[src/rtl/fw_dest_pipe.sv]
// Destination-register pipeline for the forwarding unit, covering EX, MEM and WB.
// It also detects the hazards that forwarding cannot resolve: load-use and HI/LO reads while mult/div is busy.
module fw_dest_pipe #(
   parameter int unsigned MD_CYCLES = 32
) (
   input  logic       clk,
   input  logic       rst,
   input  logic       pause,
   input  logic       flush,
   input  logic [4:0] id_wr_rn,
   input  logic       id_we,
   input  logic       id_is_load,
   input  logic [4:0] id_rs,
   input  logic [4:0] id_rt,
   input  logic       id_uses_rs,
   input  logic       id_uses_rt,
   input  logic       id_md_start,
   input  logic       id_hilo_rd,
   output logic       alu_we,
   output logic [4:0] fw_alu_rn,
   output logic       mem_We,
   output logic [4:0] fw_mem_rn,
   output logic       wb_we,
   output logic [4:0] wb_rn,
   output logic       load_stall,
   output logic       md_busy,
   output logic       stall_o
);

   localparam int unsigned RN_W  = 5;
   localparam int unsigned CNT_W = 6;

   typedef struct packed {
      logic [RN_W-1:0] rn;
      logic            we;
      logic            is_load;
   } stage_t;

   localparam stage_t BUBBLE = '0;

   stage_t           ex_q, ex_d, mem_q, mem_d, wb_q, wb_d;
   logic [CNT_W-1:0] md_cnt_q, md_cnt_d;
   logic             rs_hit, rt_hit, md_stall;

   // Hazard detection from the ID operands against the load currently in EX
   always_comb begin
      rs_hit     = id_uses_rs & (id_rs == ex_q.rn);
      rt_hit     = id_uses_rt & (id_rt == ex_q.rn);
      load_stall = ex_q.is_load & ex_q.we & (rs_hit | rt_hit);
      md_busy    = (md_cnt_q != '0);
      md_stall   = md_busy & (id_hilo_rd | id_md_start);
      stall_o    = load_stall | md_stall;
   end

   // A load's result is not yet available in EX, so it cannot be forwarded from there
   assign alu_we    = ex_q.we & ~ex_q.is_load;
   assign fw_alu_rn = ex_q.rn;
   assign mem_We    = mem_q.we;
   assign fw_mem_rn = mem_q.rn;
   assign wb_we     = wb_q.we;
   assign wb_rn     = wb_q.rn;

   // Stage advance and mult/div countdown
   always_comb begin
      ex_d     = ex_q;
      mem_d    = mem_q;
      wb_d     = wb_q;
      md_cnt_d = md_cnt_q;

      if (!pause) begin
         wb_d  = mem_q;
         mem_d = ex_q;
         if (flush | stall_o) begin
            ex_d = BUBBLE;
         end else begin
            ex_d.rn      = id_wr_rn;
            ex_d.we      = id_we & (id_wr_rn != '0);
            ex_d.is_load = id_is_load;
         end
      end

      // The counter keeps running through pause so that a freeze never stretches the busy window
      if (id_md_start & ~md_busy & ~stall_o & ~flush & ~pause) begin
         md_cnt_d = CNT_W'(MD_CYCLES);
      end else if (md_busy) begin
         md_cnt_d = md_cnt_q - CNT_W'(1);
      end
   end

   always_ff @(posedge clk or negedge rst) begin
      if (!rst) begin
         ex_q     <= BUBBLE;
         mem_q    <= BUBBLE;
         wb_q     <= BUBBLE;
         md_cnt_q <= '0;
      end else begin
         ex_q     <= ex_d;
         mem_q    <= mem_d;
         wb_q     <= wb_d;
         md_cnt_q <= md_cnt_d;
      end
   end

endmodule

[config.mk]
export PLATFORM = sky130hd
export DESIGN_NAME = fw_dest_pipe
export DESIGN_NICKNAME = d
export VERILOG_FILES = /design/src/rtl/fw_dest_pipe.sv
export SDC_FILE = /design/constraint.sdc
export NUM_CORES = 1
export LEC_CHECK = 0
export CORE_MARGIN = 2
export CORE_UTILIZATION = 30
export DETAILED_ROUTE_END_ITERATION = 6
export DONT_BUFFER_PORTS = 1
export RECOVER_POWER = 25
export SETUP_SLACK_MARGIN = 0.2
export SLEW_MARGIN = 20
export SYNTH_ARGS = -nofsm -noshare
export SYNTH_HDL_FRONTEND = slang
export SYNTH_SLANG_ARGS = --single-unit
[constraint.sdc]
create_clock -name clk -period 1.6 [get_ports clk]
set_clock_uncertainty 0.1 [all_clocks]
set_input_delay 0.24 -clock clk [delete_from_list [all_inputs] [get_ports clk]]
set_output_delay 0.24 -clock clk [all_outputs]
set_load 0.005 [all_outputs]
==> summary.txt, run 1 <==
Die
  – Initial core utilization: 31.7%
  – Die ar.: 4830 sq um
  – Die Wd: 69.5 um
  – IO Count: 46
  – DIE HEIGHT: 69.5 um
  – CORE AREA: 4060 sq um
  – Row count: 23

GRT
  – Largest net degree at the start of global routing: 26
  – Grt total ovfl: 0
  – Antenna violations before repair: 0
  – Vias in the first global route: 1,095
  – Tot GR Track Use: around 14%
  – First-pass GRT wire length: 5380 um

Detailed routing
  – Iter 0 DRT Violations: 43
  – Via/cell ratio: 5.05
  – Wire per inst: roughly 18 um
  – Vias: 1,025
  – DR top layer: met4
  – DRT met1 WL: 1260 um
  – Routed length on met3: 249 um
  – WL final: 3590 um
  – Detailed Routing Iterations Pass 1: 4
  – Remaining antenna violation count: 0
  – DRC violations left: 0
  – Met2 wire len: 2010 um

Flow run
  – Maxcap violations: 0

Setup path
  – Cell family with most CP delay: flip-flops
  – Crit start category: flop
  – Slowest stage delay, CP: around 0.5 ns
  – Worst R2R Setup Slack: -0.06 ns
  – CP max-delay cell: dfrtp_2
  – RR Startpoint: fw_alu_rn[4]
  – Arr. time, crit path: 1.45 ns
  – WP data required: 1.26 ns
  – CP endpoint kind: output port
  – Critical-path maximum fanout: 5
  – Crit-path cells: xnor2_2, nand4_1, o22a_2, nand2_2
  – RR Endpoint: fw_alu_rn[2]
  – R2R cell count: 7
  – Crit Path Class: flop to output port
  – CP Buf/Inv Count: 0

Finish
  – Layout cell share with drive strength beyond 1: a little over half
  – P&R area growth vs syn: 44.3%
  – Final nets: 181
  – Total of fill cells in the finished design: 365
  – Fin cells: 203
  – ANT cells: 0

Logic synthesis
  – Post-Syn Nets: 142
  – Synth async-reset ratio: 100%
  – Most common cell in the netlist: dfrtp_1
  – Ys flop type: dfrtp_1
  – Xor and xnor area share after synthesis: 8.16%
  – Post-Synth Adder-Cell Area: 1.94%
  – Seq/Total Area, Yosys: around half
  – Area leader, netlist: dfrtp_1
  – Post-synthesis simple-gate area fraction: 13.2%
  – Yosys warns: 0
  – Post-synth EDFFs: 0
  – Share of the synthesized area in the top cell type: 48.6%
  – Largest family of logic cells by synthesized area: simple AND/OR/NAND/NOR gates
  – Flop and latch count out of synthesis: 25
  – Distinct cells, synth: 30
  – Synth top area cells: dfrtp_1, mux2_2, xnor2_1, nand2_1, buf_4
  – Post-Syn Area per Cell: about 11 sq um
  – Cells after synthesis: 115
  – Synth Area in Compound Gates: 10.9%
  – Mapped Area: 1290 sq um
  – Mux cell area share after synthesis: 12.1%
  – Synth top cells by count: dfrtp_1, nand2_1, mux2_2, xnor2_1, o21ai_1

Status
  – Failing checks: setup timing
  – Status: finished with violations

Pwr
  – Cell-internal power: 1.52 mW
  – Comb power frac: 45.7%
  – Flop pwr share: 36.6%
  – Pwr Density: roughly 1200 nW/um^2
  – LEAKAGE: 0.804 nW
  – VDD IR max: 0.000784 V
  – Switching Power: slightly below 0.8 mW
  – Switching part of the total: 34.1%
  – Total chip power: 2.31 mW
  – Clock share of power: 17.7%

Timing
  – Fmax: 0.557 GHz
  – Slew @ Worst Pin: 0.650 ns
  – Rel. slew slack: between 50% and 60%
  – Unrepaired setup endpoints after global routing: true
  – Minimum clock period: 1.79 ns
  – Worst Slack Setup Final: -0.194 ns
  – Final period utilization: 112%
  – Setup TNS Final: -0.954 ns
  – Max-slew violations: 0
  – Hold Vio Cnt, Final: 0
  – Final Setup Violations: 13

Clock network
  – Clk buf depth: 2
  – Clk_lat worst skew: 0.28 ns
  – CTS tree: yes
  – CTS Buf Count: 3
  – Htree depth: 1
  – CTS Sinks: 25
  – Clock transition at path regs: 0.10 ns
  – Root buf cell: clkbuf_8

Min path
  – Hold Path Class: primary input to flop
  – Hold Path Stages: 1
  – Worst hold path endpoint: wb_rn[3]
  – Min-Delay Startpoint: pause

Placement
  – Number of port buffers: 0
  – Routability cong.: 0.754
  – DP Wirelength: roughly 2200 um
  – Cells after DPL: 167
  – DP Worst Slack: -0.00385 ns
[cell usage in the layout, fill, tap and decap left out, drive strengths merged]
cell,count
or3,1
nand3b,1
o22ai,1
o221ai,1
nor2b,1
clkbuf,4
mux2,12
a41oi,2
dlygate4sd3,12
or2b,1
nand2,17
xnor2,12
nor3b,1
nor3,1
dfrtp,25
ha,2
or4,1
o22a,1
buf,28
inv,5
nor2,4
clkinvlp,1
mux2i,2
o211ai,1
o21ai,11
nand4,4
nand3,1
[timing repair]
action | CTS | global route
pin swaps | 14 | 10
hold buffers | 11 | 2
endpoints found under the setup margin | 15 | 16
endpoints found under the hold margin | 35 | 7
gates resized for setup | 24 | 15
buffers inserted | 16 | 3
[routing by layer]
metal / GRT usage [%] / vias up
met5: 0 / -
met4: 7.41 / 0
met3: 5.96 / 8
met2: 24.4 / 39
met1: 15.2 / 503
li1: - / 475
[final cells by class]
cell class / count / area [sq um] / share of cell area [%]
sequential: 25 / 629 / 33.9
inverter: 5 / 18.8 / 1.01
clock buffer: 3 / 41.3 / 2.22
tap: 50 / 62.6 / 3.37
clock inverter: 1 / 7.51 / 0.404
multi-input combinational: 78 / 726 / 39.1
timing repair buffer: 41 / 373 / 20.1
[cells by family after synthesis]
family / after synthesis
compound gates: 17
xor+xnor: 12
fa+ha+maj: 2
buf+inv: 12
flops: 25
mux: 14
simple gates: 33
[through the flow]
step	area [sq um]	util [%]	hold WS, ns
6_report	1860	45.8	0.00788
5_1_grt	1860	45.8	0.000604
4_1_cts	1770	43.5	0.00467
3_5_place_dp	1390	34.1	-0.155
3_3_place_gp	1390	34.1	-0.155
2_1_floorplan	1300	-	-0.156
[state kept, by name, indices dropped and copies added, names as in the netlist]
register   count
fw_mem_rn      5
wb_rn          5
wb_we          1
mem_We         1
ex_q           2
fw_alu_rn      5
md_cnt_q       6
[how the worst max path moves through the flow]
| stage | start | end | slack [ns] | cells after the start |
|---|---|---|---|---|
| floorplan | md_cnt_q[0] | stall_o | 0.10 | 5 |
| global placement | fw_alu_rn[4] | stall_o | 0.004 | 4 |
| detailed placement | fw_alu_rn[4] | stall_o | -0.004 | 4 |
| CTS | fw_alu_rn[4] | stall_o | -0.17 | 4 |
| global route | fw_alu_rn[4] | stall_o | -0.28 | 4 |
| finish | fw_alu_rn[4] | stall_o | -0.19 | 4 |
[power by group through the flow]
stage / clock (mW) / sequential, mW / combinational (mW)
after floorplan: 0 / 0.854 / 0.459
after global placement: 0 / 0.850 / 0.602
after detailed placement: 0 / 0.856 / 0.633
after CTS: 0.411 / 0.842 / 0.923
after global routing: 0.445 / 0.860 / 1.13
final: 0.408 / 0.846 / 1.05
No activity file was read; power rests on OpenSTA's default activity.
==> inputs of run 2 (changes only) <==
--- a/config.mk
+++ b/config.mk
@@ -15,3 +15,4 @@
 export SYNTH_ARGS = -nofsm -noshare
 export SYNTH_HDL_FRONTEND = slang
 export SYNTH_SLANG_ARGS = --single-unit
+export TNS_END_PERCENT = 50
==> summary.txt, run 2 (synthesized netlist as in run 1, its figures left out) <==
Setup path
  – R2R cell count: 8 (+1)
  – CP Launch Point: fw_alu_rn[0]
  – RR Startpoint: md_cnt_q[1]
  – Arr. time, crit path: 1.45 ns (about the same)
  – CP endpoint kind: output port
  – RR Endpoint: fw_alu_rn[4]
  – Critical-path maximum fanout: 4 (-1)
  – Worst R2R Setup Slack: -0.01 ns (+0.05 ns)
  – Crit start category: flop
  – WP data required: 1.26 ns (about the same)
  – Crit Path Class: flop to output port

Pwr
  – LEAKAGE: 0.743 nW (-7.6%)
  – Pwr Density: 1230 nW/um^2 (-0.87%)
  – VDD IR max: 0.000785 V (about the same)
  – Total chip power: 2.10 mW (-8.8%)

Finish
  – Total of fill cells in the finished design: 382 (+4.7%)
  – Most common cell after layout, fill and taps aside: dfrtp_1
  – Most frequent cells in the layout: dfrtp_1, buf_4, nand2_1
  – ANT cells: 0 (unchanged)
  – Area of the multi-input gates: 648 sq um (-11%)
  – P&R area growth vs syn: 32.8%
  – Layout cell share with drive strength beyond 1: 44.2% (-9.4 points)
  – Sequential cell area: 628 sq um (-0.20%)
  – Final nets: 175 (-3.3%)
  – Reg with most FFs: md_cnt_q
  – Largest register FFs: 6 (unchanged)

Min path
  – Hold Path Stages: 2 (+1)
  – Min-Delay Startpoint: id_md_start
  – Worst hold path endpoint: md_cnt_q[5]
  – Hold Path Class: primary input to flop

Placement
  – DP Wirelength: 2230 um (about the same)
  – DP Worst Slack: 0.000906 ns (+0.00475 ns)
  – Routability cong.: 0.898 (+19%)
  – Number of port buffers: 0 (unchanged)

Clock network
  – Clk buf depth: 2 (unchanged)
  – Clk_lat worst skew: 0.27 ns (about the same)
  – Clock transition at path regs: 0.09 ns (about the same)
  – CTS Sinks: 25 (unchanged)
  – CTS tree: yes
  – CTS Buf Count: 3 (unchanged)
  – Htree depth: 1 (unchanged)
  – Root buf cell: clkbuf_8

GRT
  – Vias in the first global route: 1,103 (+0.73%)
  – Grt total ovfl: 0 (unchanged)
  – Antenna violations before repair: 0 (unchanged)
  – Tot GR Track Use: 13.6% (-0.72 points)
  – First-pass GRT wire length: 5220 um (-2.8%)
  – Largest net degree at the start of global routing: 26 (unchanged)

Timing
  – Min Hold Slack: 0.00727 ns (-0.000613 ns)
  – Minimum clock period: 1.79 ns (-0.00709 ns)
  – Final Setup Violations: 11 (-2)
  – Worst Slack Setup Final: -0.187 ns (+0.00709 ns)
  – Rel. slew slack: 58.5% (+1.8 points)
  – Unrepaired setup endpoints after global routing: true
  – Slew @ Worst Pin: 0.623 ns (-0.0273 ns)
  – Max-slew violations: 0 (unchanged)
  – Final period utilization: 112% (-0.44 points)
  – Fmax: 0.560 GHz (+0.40%)
  – Hold Vio Cnt, Final: 0 (unchanged)

Detailed routing
  – DRC violations left: 0 (unchanged)
  – Iter 0 DRT Violations: 47 (+9.3%)
  – Vias: 997 (-2.7%)
  – Via/cell ratio: 5.06 (+0.23%)
  – Detailed Routing Iterations Pass 1: 4 (unchanged)
  – Remaining antenna violation count: 0 (unchanged)
  – Wire per inst: 16.3 um (-7.7%)
  – WL final: 3210 um (-10%)

Status
  – Status: finished with violations
  – Failing checks: setup timing

Die
  – Row count: 23 (unchanged)
  – Initial core utilization: 31.7% (unchanged)
  – Die Wd: 69.5 um (unchanged)
  – CORE AREA: 4060 sq um (unchanged)
  – Die ar.: 4830 sq um (unchanged)
  – DIE HEIGHT: 69.5 um (unchanged)
  – IO Count: 46 (unchanged)

Flow run
  – Maxcap violations: 0 (unchanged)
[run 2: layer usage]
metal  track usage (%)  up-vias  share of wire [%]
met2              26.2       24                 57
met1              13.1      508                 37
met3              4.94        8                4.8
met5                 0        -                  0
met4              5.01        0                1.8
li1                  -      457                  -
[run 2: power by group]
group	switching [mW]	leakage, nW	total (mW)	internal, mW
Combinational	0.385	0.392	0.873	0.488
Clock	0.206	0.0217	0.382	0.177
Sequential	0.0981	0.329	0.849	0.751
[run 2: how the worst max path moves through the flow]
stage                               to  slack, ns  cells past startpoint
final                          stall_o      -0.19                      4
after global routing           stall_o      -0.24                      4
after CTS                      stall_o      -0.18                      4
after detailed placement  fw_alu_rn[0]     0.0009                      7
after global placement     md_cnt_q[1]       0.06                      6
after floorplan                stall_o       0.10                      5
[run 2: critical path, stage by stage, from the launching register on]
cell,delay [ns]
dfrtp_2,0.46
xnor2_1,0.15
nand4_1,0.16
o22a_2,0.32
nand2_2,0.09
[run 2: repair_timing]
item / CTS / global route
hold buffers: 10 / 0
buffers inserted: 11 / 3
setup endpoints to repair: 15 / 16
pin swaps: 10 / 9
resized for setup: 3 / 12
endpoints found under the hold margin: 34 / 0
[run 2: area by class of cell]
class                      count  area share (%)
tap                           50            3.66
multi-input combinational     78            37.9
timing repair buffer          35            17.7
clock buffer                   3            2.42
inverter                       5            1.10
sequential                    25            36.7
clock inverter                 1           0.439
[run 2: stage by stage]
step	cells	area [sq um]	utilization (%)	TNS (ns)
floorplan	115	1300	-	0
global placement	169	1400	34.5	0
detailed placement	169	1400	34.5	0
CTS	194	1650	40.7	-0.532
global route	197	1710	42.1	-1.31
finish	197	1710	42.1	-0.487
